File: config.mk
export PLATFORM = sky130hd
export DESIGN_NAME = scan_sequencer
export DESIGN_NICKNAME = d
export VERILOG_FILES = /design/src/rtl/scan_sequencer.sv
export SDC_FILE = /design/constraint.sdc
export NUM_CORES = 1
export LEC_CHECK = 0
export CAP_MARGIN = 15
export CORE_MARGIN = 2
export CORE_UTILIZATION = 48
export CTS_CLUSTER_DIAMETER = 30
export DETAILED_ROUTE_END_ITERATION = 6
export GPL_TIMING_DRIVEN = 1
export PLACE_DENSITY = 0.8
export SKIP_LAST_GASP = 1
export SYNTH_ARGS = -nofsm -noshare
export SYNTH_HDL_FRONTEND = slang
export SYNTH_SLANG_ARGS = --single-unit
File: constraint.sdc
create_clock -name Clock -period 2.13 [get_ports Clock]
set_clock_uncertainty 0.2 [all_clocks]
set_input_delay 0.5325 -clock Clock [delete_from_list [all_inputs] [get_ports Clock]]
set_output_delay 0.5325 -clock Clock [all_outputs]
set_load 0.02 [all_outputs]
File: src/rtl/scan_sequencer.sv
// scan_sequencer: blank/dwell scan controller for a 3-to-8 decoder.
// Define SCAN_MASK_EN to add the ChannelMask skip input.
module scan_sequencer #(
  parameter int DWELL_CYCLES = 16,
  parameter int BLANK_CYCLES = 2,
  parameter int LAST_CHANNEL = 7
) (
  input  logic       Clock,
  input  logic       ResetB,
  input  logic       Run,
  input  logic       SingleFrame,
`ifdef SCAN_MASK_EN
  input  logic [7:0] ChannelMask,
`endif
  output logic       NumberBit0,
  output logic       NumberBit1,
  output logic       NumberBit2,
  output logic       EnableB0,
  output logic       EnableB1,
  output logic       Enable2,
  output logic       Busy,
  output logic       FrameDone
);

  typedef enum logic [1:0] {
    IDLE,
    BLANK,
    DWELL
  } state_t;

  localparam int MAXC =
    (DWELL_CYCLES > BLANK_CYCLES) ? DWELL_CYCLES : BLANK_CYCLES;
  localparam int CW = $clog2(MAXC + 1);
  localparam logic [CW-1:0] BLANK_LAST = CW'(BLANK_CYCLES - 1);
  localparam logic [CW-1:0] DWELL_LAST = CW'(DWELL_CYCLES - 1);

  state_t        state;
  logic [CW-1:0] cnt;
  logic [2:0]    chan;
  logic          enB0;
  logic          enB1;
  logic          en2;
  logic          busyR;
  logic          doneR;

  logic [7:0]    maskBits;
  logic [7:0]    elig;
  logic [3:0]    firstPick;
  logic [3:0]    nextPick;

`ifdef SCAN_MASK_EN
  assign maskBits = ChannelMask;
`else
  assign maskBits = 8'h00;
`endif

  // Lowest eligible channel at or above 'from'; bit 3 flags a hit.
  function automatic logic [3:0] pick(
    input logic [7:0] e,
    input logic [3:0] from
  );
    logic [3:0] r;
    r = 4'h0;
    for (int i = 7; i >= 0; i--) begin
      if (e[i] && (i >= int'(from))) r = {1'b1, 3'(i)};
    end
    return r;
  endfunction

  // Eligible channels and the candidate next selections.
  always_comb begin
    elig = 8'h00;
    for (int i = 0; i < 8; i++) begin
      elig[i] = (i <= LAST_CHANNEL) && !maskBits[i];
    end
    firstPick = pick(elig, 4'd0);
    nextPick  = pick(elig, {1'b0, chan} + 4'd1);
  end

  // Scan FSM with registered select, enable and status outputs.
  always_ff @(posedge Clock or negedge ResetB) begin
    if (!ResetB) begin
      state <= IDLE;
      cnt   <= '0;
      chan  <= 3'd0;
      enB0  <= 1'b1;
      enB1  <= 1'b1;
      en2   <= 1'b0;
      busyR <= 1'b0;
      doneR <= 1'b0;
    end else begin
      doneR <= 1'b0;
      case (state)
        IDLE: begin
          if (Run && firstPick[3]) begin
            state <= BLANK;
            chan  <= firstPick[2:0];
            cnt   <= '0;
            busyR <= 1'b1;
          end
        end
        BLANK: begin
          if (!Run) begin
            state <= IDLE;
            cnt   <= '0;
            busyR <= 1'b0;
          end else if (cnt == BLANK_LAST) begin
            state <= DWELL;
            cnt   <= '0;
            enB0  <= 1'b0;
            enB1  <= 1'b0;
            en2   <= 1'b1;
          end else begin
            cnt <= cnt + 1'b1;
          end
        end
        DWELL: begin
          if (cnt == DWELL_LAST) begin
            cnt  <= '0;
            enB0 <= 1'b1;
            enB1 <= 1'b1;
            en2  <= 1'b0;
            if (nextPick[3]) begin
              if (Run) begin
                state <= BLANK;
                chan  <= nextPick[2:0];
              end else begin
                state <= IDLE;
                busyR <= 1'b0;
              end
            end else begin
              // Frame completed on this edge.
              doneR <= 1'b1;
              if (SingleFrame || !Run || !firstPick[3]) begin
                state <= IDLE;
                busyR <= 1'b0;
              end else begin
                state <= BLANK;
                chan  <= firstPick[2:0];
              end
            end
          end else if (!Run) begin
            state <= IDLE;
            cnt   <= '0;
            enB0  <= 1'b1;
            enB1  <= 1'b1;
            en2   <= 1'b0;
            busyR <= 1'b0;
          end else begin
            cnt <= cnt + 1'b1;
          end
        end
        default: begin
          state <= IDLE;
          busyR <= 1'b0;
        end
      endcase
    end
  end

  assign NumberBit0 = chan[0];
  assign NumberBit1 = chan[1];
  assign NumberBit2 = chan[2];
  assign EnableB0   = enB0;
  assign EnableB1   = enB1;
  assign Enable2    = en2;
  assign Busy       = busyR;
  assign FrameDone  = doneR;

endmodule

# --- Yosys cells after proc, flatten, opt, wreduce, memory -nomap -nowiden ---
# Index checks and enable logic that the tools add are counted.
totals:
  ff_bits: 14
  inputBits: 4
  out_inout_bits: 8
  word_cells: 89
op_classes:
  n_addsub: 2
  magnitude_cmp: 8
  n_eq_ne: 13
  muxes: 48
  n_reduce_logical: 11
op_table:
  columns: ["cell", "n"]
  rows:
  - ["two-way mux 4 bit", 8]
  - ["two-way mux 5 bit", 5]
  - ["two-way mux 1 bit", 18]
  - [">= comparator 3 x 4 -> 1 bit (first input constant)", 4]
  - ["two-way mux 3 bit", 5]
  - ["one-hot mux 5 bit (3 select lines)", 1]
  - ["two-way mux 2 bit", 6]
  - ["inequality test 3 bit (second input constant)", 4]
  - [">= comparator 1 x 4 -> 1 bit (first input constant)", 2]
  - [">= comparator 2 x 4 -> 1 bit (first input constant)", 2]
  - ["inequality test 2 bit (second input constant)", 4]
  - ["one-hot mux 2 bit (3 select lines)", 1]
  - ["one-hot mux 3 bit (2 select lines)", 1]
  - ["adder 5 x 1 -> 5 bit (second input constant)", 1]
  - ["== test 5 x 1 -> 1 bit (second input constant)", 1]
  - ["== test 5 x 4 -> 1 bit (second input constant)", 1]
  - ["AND reduction 5 bit", 1]
  - ["adder 3 x 1 -> 4 bit (second input constant)", 1]
  - ["inequality test 4 bit (second input constant)", 1]
  - ["one-hot mux 1 bit (2 select lines)", 2]
  - ["AND reduction 2 bit", 2]
  - ["AND reduction 4 bit", 1]
  - ["nonzero test 2 bit", 2]
  - ["one-hot mux 1 bit (3 select lines)", 1]
  - ["other kinds (7)", 7]

# --- Logic depth before layout (Yosys ltp) ---
# Gate-level depths: netlist of run 1.
depth:
  ltp_word: 14
  depth_mapped: 7
  mapped_depth_nobuf: 7

# --- Least setup slack after synthesis of run 1 ---
# No wires, ideal clock.
synth_timing:
  path_kind: "reg-to-reg"
  start: "reg cnt[0]"
  end: "reg chan[1]"
  setup_time_ps: 128
  arrival_ps: 1680
  t_required_ps: 1802
  slack_ps: 123
  stages_incl_launch_ff: 7
  path_buffers: 0
  period_less_slack_ps: 2007
  path_cell_list: "dfrtp_1 -> ha_1 -> and3_1 -> ha_1 -> mux2i_1 -> a311oi_2 -> mux2_1"
synth_via:
  elab_chain_len: 3
synth_rtl:
  columns: ["item", "line_no", "source"]
  rows:
  - ["start, declared", "38", "logic [CW-1:0] cnt;"]
  - ["start signal, assigned", "114", "cnt <= cnt + 1'b1;"]
  - ["start signal, assigned", "150", "cnt <= cnt + 1'b1;"]
  - ["== test 5 x 4 -> 1 bit", "118", "if (cnt == DWELL_LAST) begin"]
  - ["inequality test 2 bit (no line)", null, null]
  - ["AND reduction 5 bit (no line)", null, null]
  - ["end signal, assigned", "97", "chan <= firstPick[2:0];"]
  - ["end signal, assigned", "126", "chan <= nextPick[2:0];"]
  - ["end signal, assigned", "139", "chan <= firstPick[2:0];"]
  - ["end, declared", "39", "logic [2:0] chan;"]
# Every way passes these cells.
# A chain may end at the register's enable or synchronous reset.

# --- Final worst setup path of run 1 ---
layout_timing:
  start: "in Run"
  end: "reg busyR, in the netlist Busy"
layout_via:
  elab_chain_len: 4
  word_cells_on_any_way: 9
  classes_between: "eq/ne: 2; mux: 4; reduce/logical: 3"
layout_rtl:
  columns: ["item", "line_no", "source"]
  rows:
  - ["start, declared", "10", "input logic Run,"]
  - ["two-way mux 1 bit or logical NOT 1 bit (tied branches)", null, null]
  - ["two-way mux 1 bit or logical OR 1 bit (tied branches)", null, null]
  - ["two-way mux 1 bit or inequality test 4 bit (tied branches)", null, null]
  - ["one-hot mux 1 bit (3 select lines) or AND reduction 2 bit (tied branches)", null, null]
  - ["end signal, assigned", "89", "busyR <= 1'b0;"]
  - ["end signal, assigned", "99", "busyR <= 1'b1;"]
  - ["end signal, assigned", "106", "busyR <= 1'b0;"]
  - ["end, declared", "43", "logic busyR;"]
# Several ways; a longest one is shown, not always the timed one.

==> out/qor.yml, run 1 <==
status: "finished clean"
maxCapViolCount: 0
synth_cell_types: 39
clkTransAtPathRegs_ns: 0.08
grt.met3_usage: 0.0648
io_pins: 12
fillers: 168
ys_ff_latch: 14
drc: 0
seq_area_frac_synth: 0.370
swShare: 0.400
worst_ir_drop_vdd_v: 0.000562
ys.flop_type: "dfrtp_1"
p_leak_nw: 0.589
yosys_warnings: 0
drt-initial-drc-count: 28
cts_buffers: 3
post_cts_buffers: 0
syn-instance-count: 102
cts_sinks: 14
start_util: 0.494
synth_nets: 115
synth-simple-area-share: 0.192
grt.met1_usage: 0.244
fin_cells: 153
async_flop_share: 1.00
critPathMaxFanout: 6
report.power.total_mw: 1.12
end_kind: "flop"
drt_wl_total_mm: 2.03
port_buffers: 11
period_needed_ns: 2.01
hold_class: "flop to flop"
synth-xor-area-share: 0.00922
viasPerCell: 5.25
startpoint_type: "input pin"
chipHeight_um: 48.5
firstDrtPassIters: 4
dp_hpwl_mm: 1.59
synthAdderAreaFrac: 0.119
min_period_over_period: 0.944
root_buffer: "clkbuf_4"
grt_util_met2: 0.340
grt_remaining_overflow: 0
fmax_ghz: 0.497
cts_tree: "built"
grt_usage: 0.200
cts_max_level: 1
coreArea_um2: 1920
clkLatencyLatePin_ns: 0.28
setup_viol: 0
crit_arrival_ns: 2.03
grt_max_degree: 15
finalHoldViolCount: 0
synth_mux_area_frac: 0.0329
die_x_um: 48.5
maxSlewHeadroom: 0.769
required_ns: 2.15
layout_setup_ws_ns: 0.118
yosys.area.top_type_share: 0.343
diodes: 0
power.share.combinational: 0.528
pwr_density_cell_nw_per_um2: 931
clkPwrFrac: 0.136
busiest_layer: "met2"
synth_compound_area_frac: 0.199
p_sw_mw: 0.447
intPower_mw: 0.671
synth_top_family_by_area: "compound AO/OA/AOI/OAI gates"
crit_type: "input pin to flop"
vias: 803
grt_pass1_wl_mm: 3.61
cts.path.max_buffers: 2
synthTopCellsByArea: "dfrtp_1 (34%), ha_1 (12%), o21ai_0 (4.7%)"
wl_per_cell_um: 13.2
syn_avg_cell_area_um2: 9.31
dp_cells: 149
areaGrowthSynthToFinish_pct: 26.5
synth_area_um2: 950
dieArea_um2: 2350
yosysMostFrequentCell: "dfrtp_1"
gp_congestion: 0.855
p_seq_frac: 0.336
grt_pass1_vias: 807
synth_edf_count: 0
nNetsFinal: 140
drive_above_1_share: 0.183
postLayoutCoreUtil: 0.625
pre_cts_ws_ns: -0.125
antenna_left: 0
ys_top_cells_by_count: "dfrtp_1 (13), inv_1 (12), nand2_1 (11)"
num_rows: 16
whs_ns: 0.331
tightest_slew_ns: 0.347
grt_antenna_before_repair: 0
synth_area_leader_cell: "dfrtp_1"
maxSlewViolCount: 0
rsz0062_at_grt: "false"
-- state kept, by name, indices dropped and copies added (netlist names) --
signal and flops:
chan 3, Busy 1, Enable2 1, FrameDone 1
EnableB1 1, cnt 5, state 2
-- cells in the final DEF (no fill, tap or decap), types with 2 or more instances in the layout --
cell type,Yosys,routed
mux2i_1,2,2
nor2_1,4,4
ha_1,9,7
and3_1,4,4
nand3_1,4,4
dfrtp_1,13,13
clkdlybuf4s50_1,0,6
clkbuf_4,0,3
o21ai_1,2,2
nand2_1,11,11
o21bai_1,2,2
o22ai_1,2,2
inv_1,12,12
buf_4,1,13
a21oi_1,2,2
o21ai_0,9,9
dlygate4sd2_1,0,4
-- what timing repair did --
item,in CTS,in global routing
setup endpoints to repair,4,4
hold buffers,0,0
gates resized for setup,4,4
pin swaps,0,1
-- power by group through the flow --
stage	registers, mW	clock network (mW)	logic (mW)
after floorplan	0.414	0	0.355
after global placement	0.375	0	0.572
after detailed placement	0.381	0	0.597
after CTS	0.377	0.164	0.590
after global routing	0.388	0.185	0.642
final	0.376	0.152	0.591
-- critical path, stage by stage --
cell and delay (ns):
clkdlybuf4s50_1 0.58, buf_4 0.18, nor2b_1 0.28, o21ai_0 0.15
o21bai_1 0.16, a211o_1 0.15
-- path summary, 6_finish.rpt --
kind | from | end | slack (ns) | cells after the start
setup / recovery | Run | Busy$_DFFE_PN0P_ | 0.12 | 6
hold / removal | EnableB1$_DFFE_PN1P_ | EnableB1$_DFFE_PN1P_ | 0.33 | 1
setup reg to reg | cnt[1]$_DFFE_PN0P_ | chan[1]$_DFFE_PN0P_ | 0.15 | 6
hold reg to reg | EnableB1$_DFFE_PN1P_ | EnableB1$_DFFE_PN1P_ | 0.33 | 1
max in group asynchronous | ResetB | EnableB1$_DFFE_PN1P_ | 1.14 | 2
min in group asynchronous | ResetB | state[1]$_DFFE_PN0P_ | 0.35 | 2
-- layer usage --
metal  wire length [um]  vias up  part of all wire
met5                  0        -                 0
met2               1050       15              0.52
met4                  0        0                 0
met3                 65        0             0.032
li1                   -      403                 -
met1                912      385              0.45
-- cell type report --
type | instances | area [um2] | area share
multi-input cells | 72 | 539 | 0.449
flip-flops and latches | 14 | 352 | 0.293
repair buffers | 24 | 205 | 0.171
inverters | 12 | 45.0 | 0.0375
well taps | 27 | 33.8 | 0.0281
clock buffers | 4 | 26.3 | 0.0219
-- per-stage QoR --
stage,instance area [um2],setup TNS [ns]
detailed placement,1160,-0.697
global route,1200,0
CTS,1180,0
global placement,1160,-0.0634
finish,1200,0
floorplan,950,0
-- logic make-up (layout without fill, tap and decap cells) --
| logic type | count (synthesis) | count (layout) |
|---|---|---|
| adders and majority gates | 9 | 9 |
| muxes | 3 | 3 |
| xor gates and xnor gates | 1 | 1 |
| buffers and inverters | 16 | 40 |
| and+or+nand+nor | 32 | 32 |
| AOI/OAI and AO/OA | 27 | 27 |
| DFF | 14 | 14 |
Power figures use the tool's default switching activity.
==> run 2, diff against run 1 <==
--- a/config.mk
+++ b/config.mk
@@ -8,9 +8,10 @@
 export CAP_MARGIN = 15
 export CORE_MARGIN = 2
 export CORE_UTILIZATION = 48
-export CTS_CLUSTER_DIAMETER = 30
+export CTS_CLUSTER_DIAMETER = 80
 export DETAILED_ROUTE_END_ITERATION = 6
 export GPL_TIMING_DRIVEN = 1
+export MAX_ROUTING_LAYER = met4
 export PLACE_DENSITY = 0.8
 export SKIP_LAST_GASP = 1
 export SYNTH_ARGS = -nofsm -noshare
==> out/qor.yml, run 2 (synthesized netlist as in run 1, its figures left out) <==
clkLatencyLatePin_ns: 0.28
firstDrtPassIters: 4
cp_top_family: "multiplexers"
postLayoutCoreUtil: 0.620
grt_max_degree: 15
root_buffer: "clkbuf_4"
drc: 0
cts_hold_buf: 0
setup_viol: 0
areaGrowthSynthToFinish_pct: 25.4
pwr_density_cell_nw_per_um2: 942
viasPerCell: 5.31
placed_cell_area_um2: 1160
status: "finished clean"
finalHoldViolCount: 0
cpPeakStageDelay_ns: 0.37
post_cts_buffers: 0
fin_setup_tns_ns: 0
reg_top3: "cnt x5, chan x3, state x2"
hold_class: "flop to flop"
gp_congestion: 0.868
final_cell_mix: "dfrtp_1 (13), buf_4 (13), inv_1 (12)"
largest_register: "cnt"
grt_remaining_overflow: 0
cp_num_buf_inv: 0
dieArea_um2: 2350
period_needed_ns: 2.02
maxCapViolCount: 0
grt_pass1_vias: 801
grt_antenna_before_repair: 0
path_depth: 6
cts_buffers: 3
grt_pass1_wl_mm: 3.63
critPathMaxFanout: 5
drt_wl_total_mm: 2.01
fillers: 172
rsz0062_at_grt: "true"
tightest_slew_ns: 0.351
min_period_over_period: 0.949
pre_cts_ws_ns: -0.125
chipHeight_um: 48.5
end_kind: "flop"
start_util: 0.494
wl_per_cell_um: 13.1
startpoint_type: "flop"
finalInstanceArea_um2: 1190
grt_usage: 0.207
required_ns: 2.10
critical_path.slowest_cell: "mux2_1"
cts_tree: "built"
worst_ir_drop_vdd_v: 0.000567
report.power.total_mw: 1.12
crit_chain: "ha_1 > and3_1 > ha_2 > mux2i_1 > a311oi_2 > mux2_1"
layout_setup_ws_ns: 0.109
num_rows: 16
dp_cells: 149
whs_ns: 0.330
dp_hpwl_mm: 1.59
largest_reg_flops: 5
drive_above_1_share: 0.183
clkTransAtPathRegs_ns: 0.08
p_leak_nw: 0.587
crit_arrival_ns: 1.99
die_x_um: 48.5
port_buffers: 11
drt-initial-drc-count: 22
nNetsFinal: 140
vias: 813
maxSlewHeadroom: 0.766
maxSlewViolCount: 0
diodes: 0
antenna_left: 0
crit_type: "flop to flop"
cts.path.max_buffers: 2
r2r_cells: 6
fin_cells: 153
coreArea_um2: 1920
fmax_ghz: 0.495
io_pins: 12
min_path_cells: 1
cts_sinks: 14
cts_max_level: 1
run 2: cell counts in the layout (fill, tap and decap cells not counted):
No cell type changed its count.
run 2: path summary, 6_finish.rpt:
check / start / endpoint / slack [ns]
max: cnt[1]$_DFFE_PN0P_ / chan[1]$_DFFE_PN0P_ / 0.11
min reg2reg: EnableB1$_DFFE_PN1P_ / EnableB1$_DFFE_PN1P_ / 0.33
max reg2reg: cnt[1]$_DFFE_PN0P_ / chan[1]$_DFFE_PN0P_ / 0.11
min in group asynchronous: ResetB / state[1]$_DFFE_PN0P_ / 0.35
max in group asynchronous: ResetB / EnableB1$_DFFE_PN1P_ / 1.14
min: EnableB1$_DFFE_PN1P_ / EnableB1$_DFFE_PN1P_ / 0.33
run 2: repair_timing:
item,CTS,global route
setup endpoints to repair,4,4
pin swaps,0,1
resized for setup,4,3
hold endpoints to repair,0,0
run 2: routing by layer:
layer  vias to the layer above  GRT usage  wire length [um]
met5                         -          -                 0
met4                         0     0.0571                13
met3                         2     0.0648                67
met2                        17      0.340              1050
met1                       391      0.246               880
li1                        403          -                 -
run 2: report_power, final:
group          leakage (nW)  switching [mW]  internal [mW]  total [mW]
sequential            0.183          0.0492          0.326       0.375
clock                0.0150          0.0816         0.0728       0.154
combinational         0.390           0.319          0.273       0.592
total                 0.587           0.450          0.672        1.12
run 2: area by class of cell:
cell class                      count  area [um2]  area share
Clock buffer                        4        26.3      0.0221
Inverter                           12        45.0      0.0378
Multi-Input combinational cell     72         529       0.444
Sequential cell                    14         352       0.295
Tap cell                           27        33.8      0.0284
Timing Repair Buffer               24         205       0.172
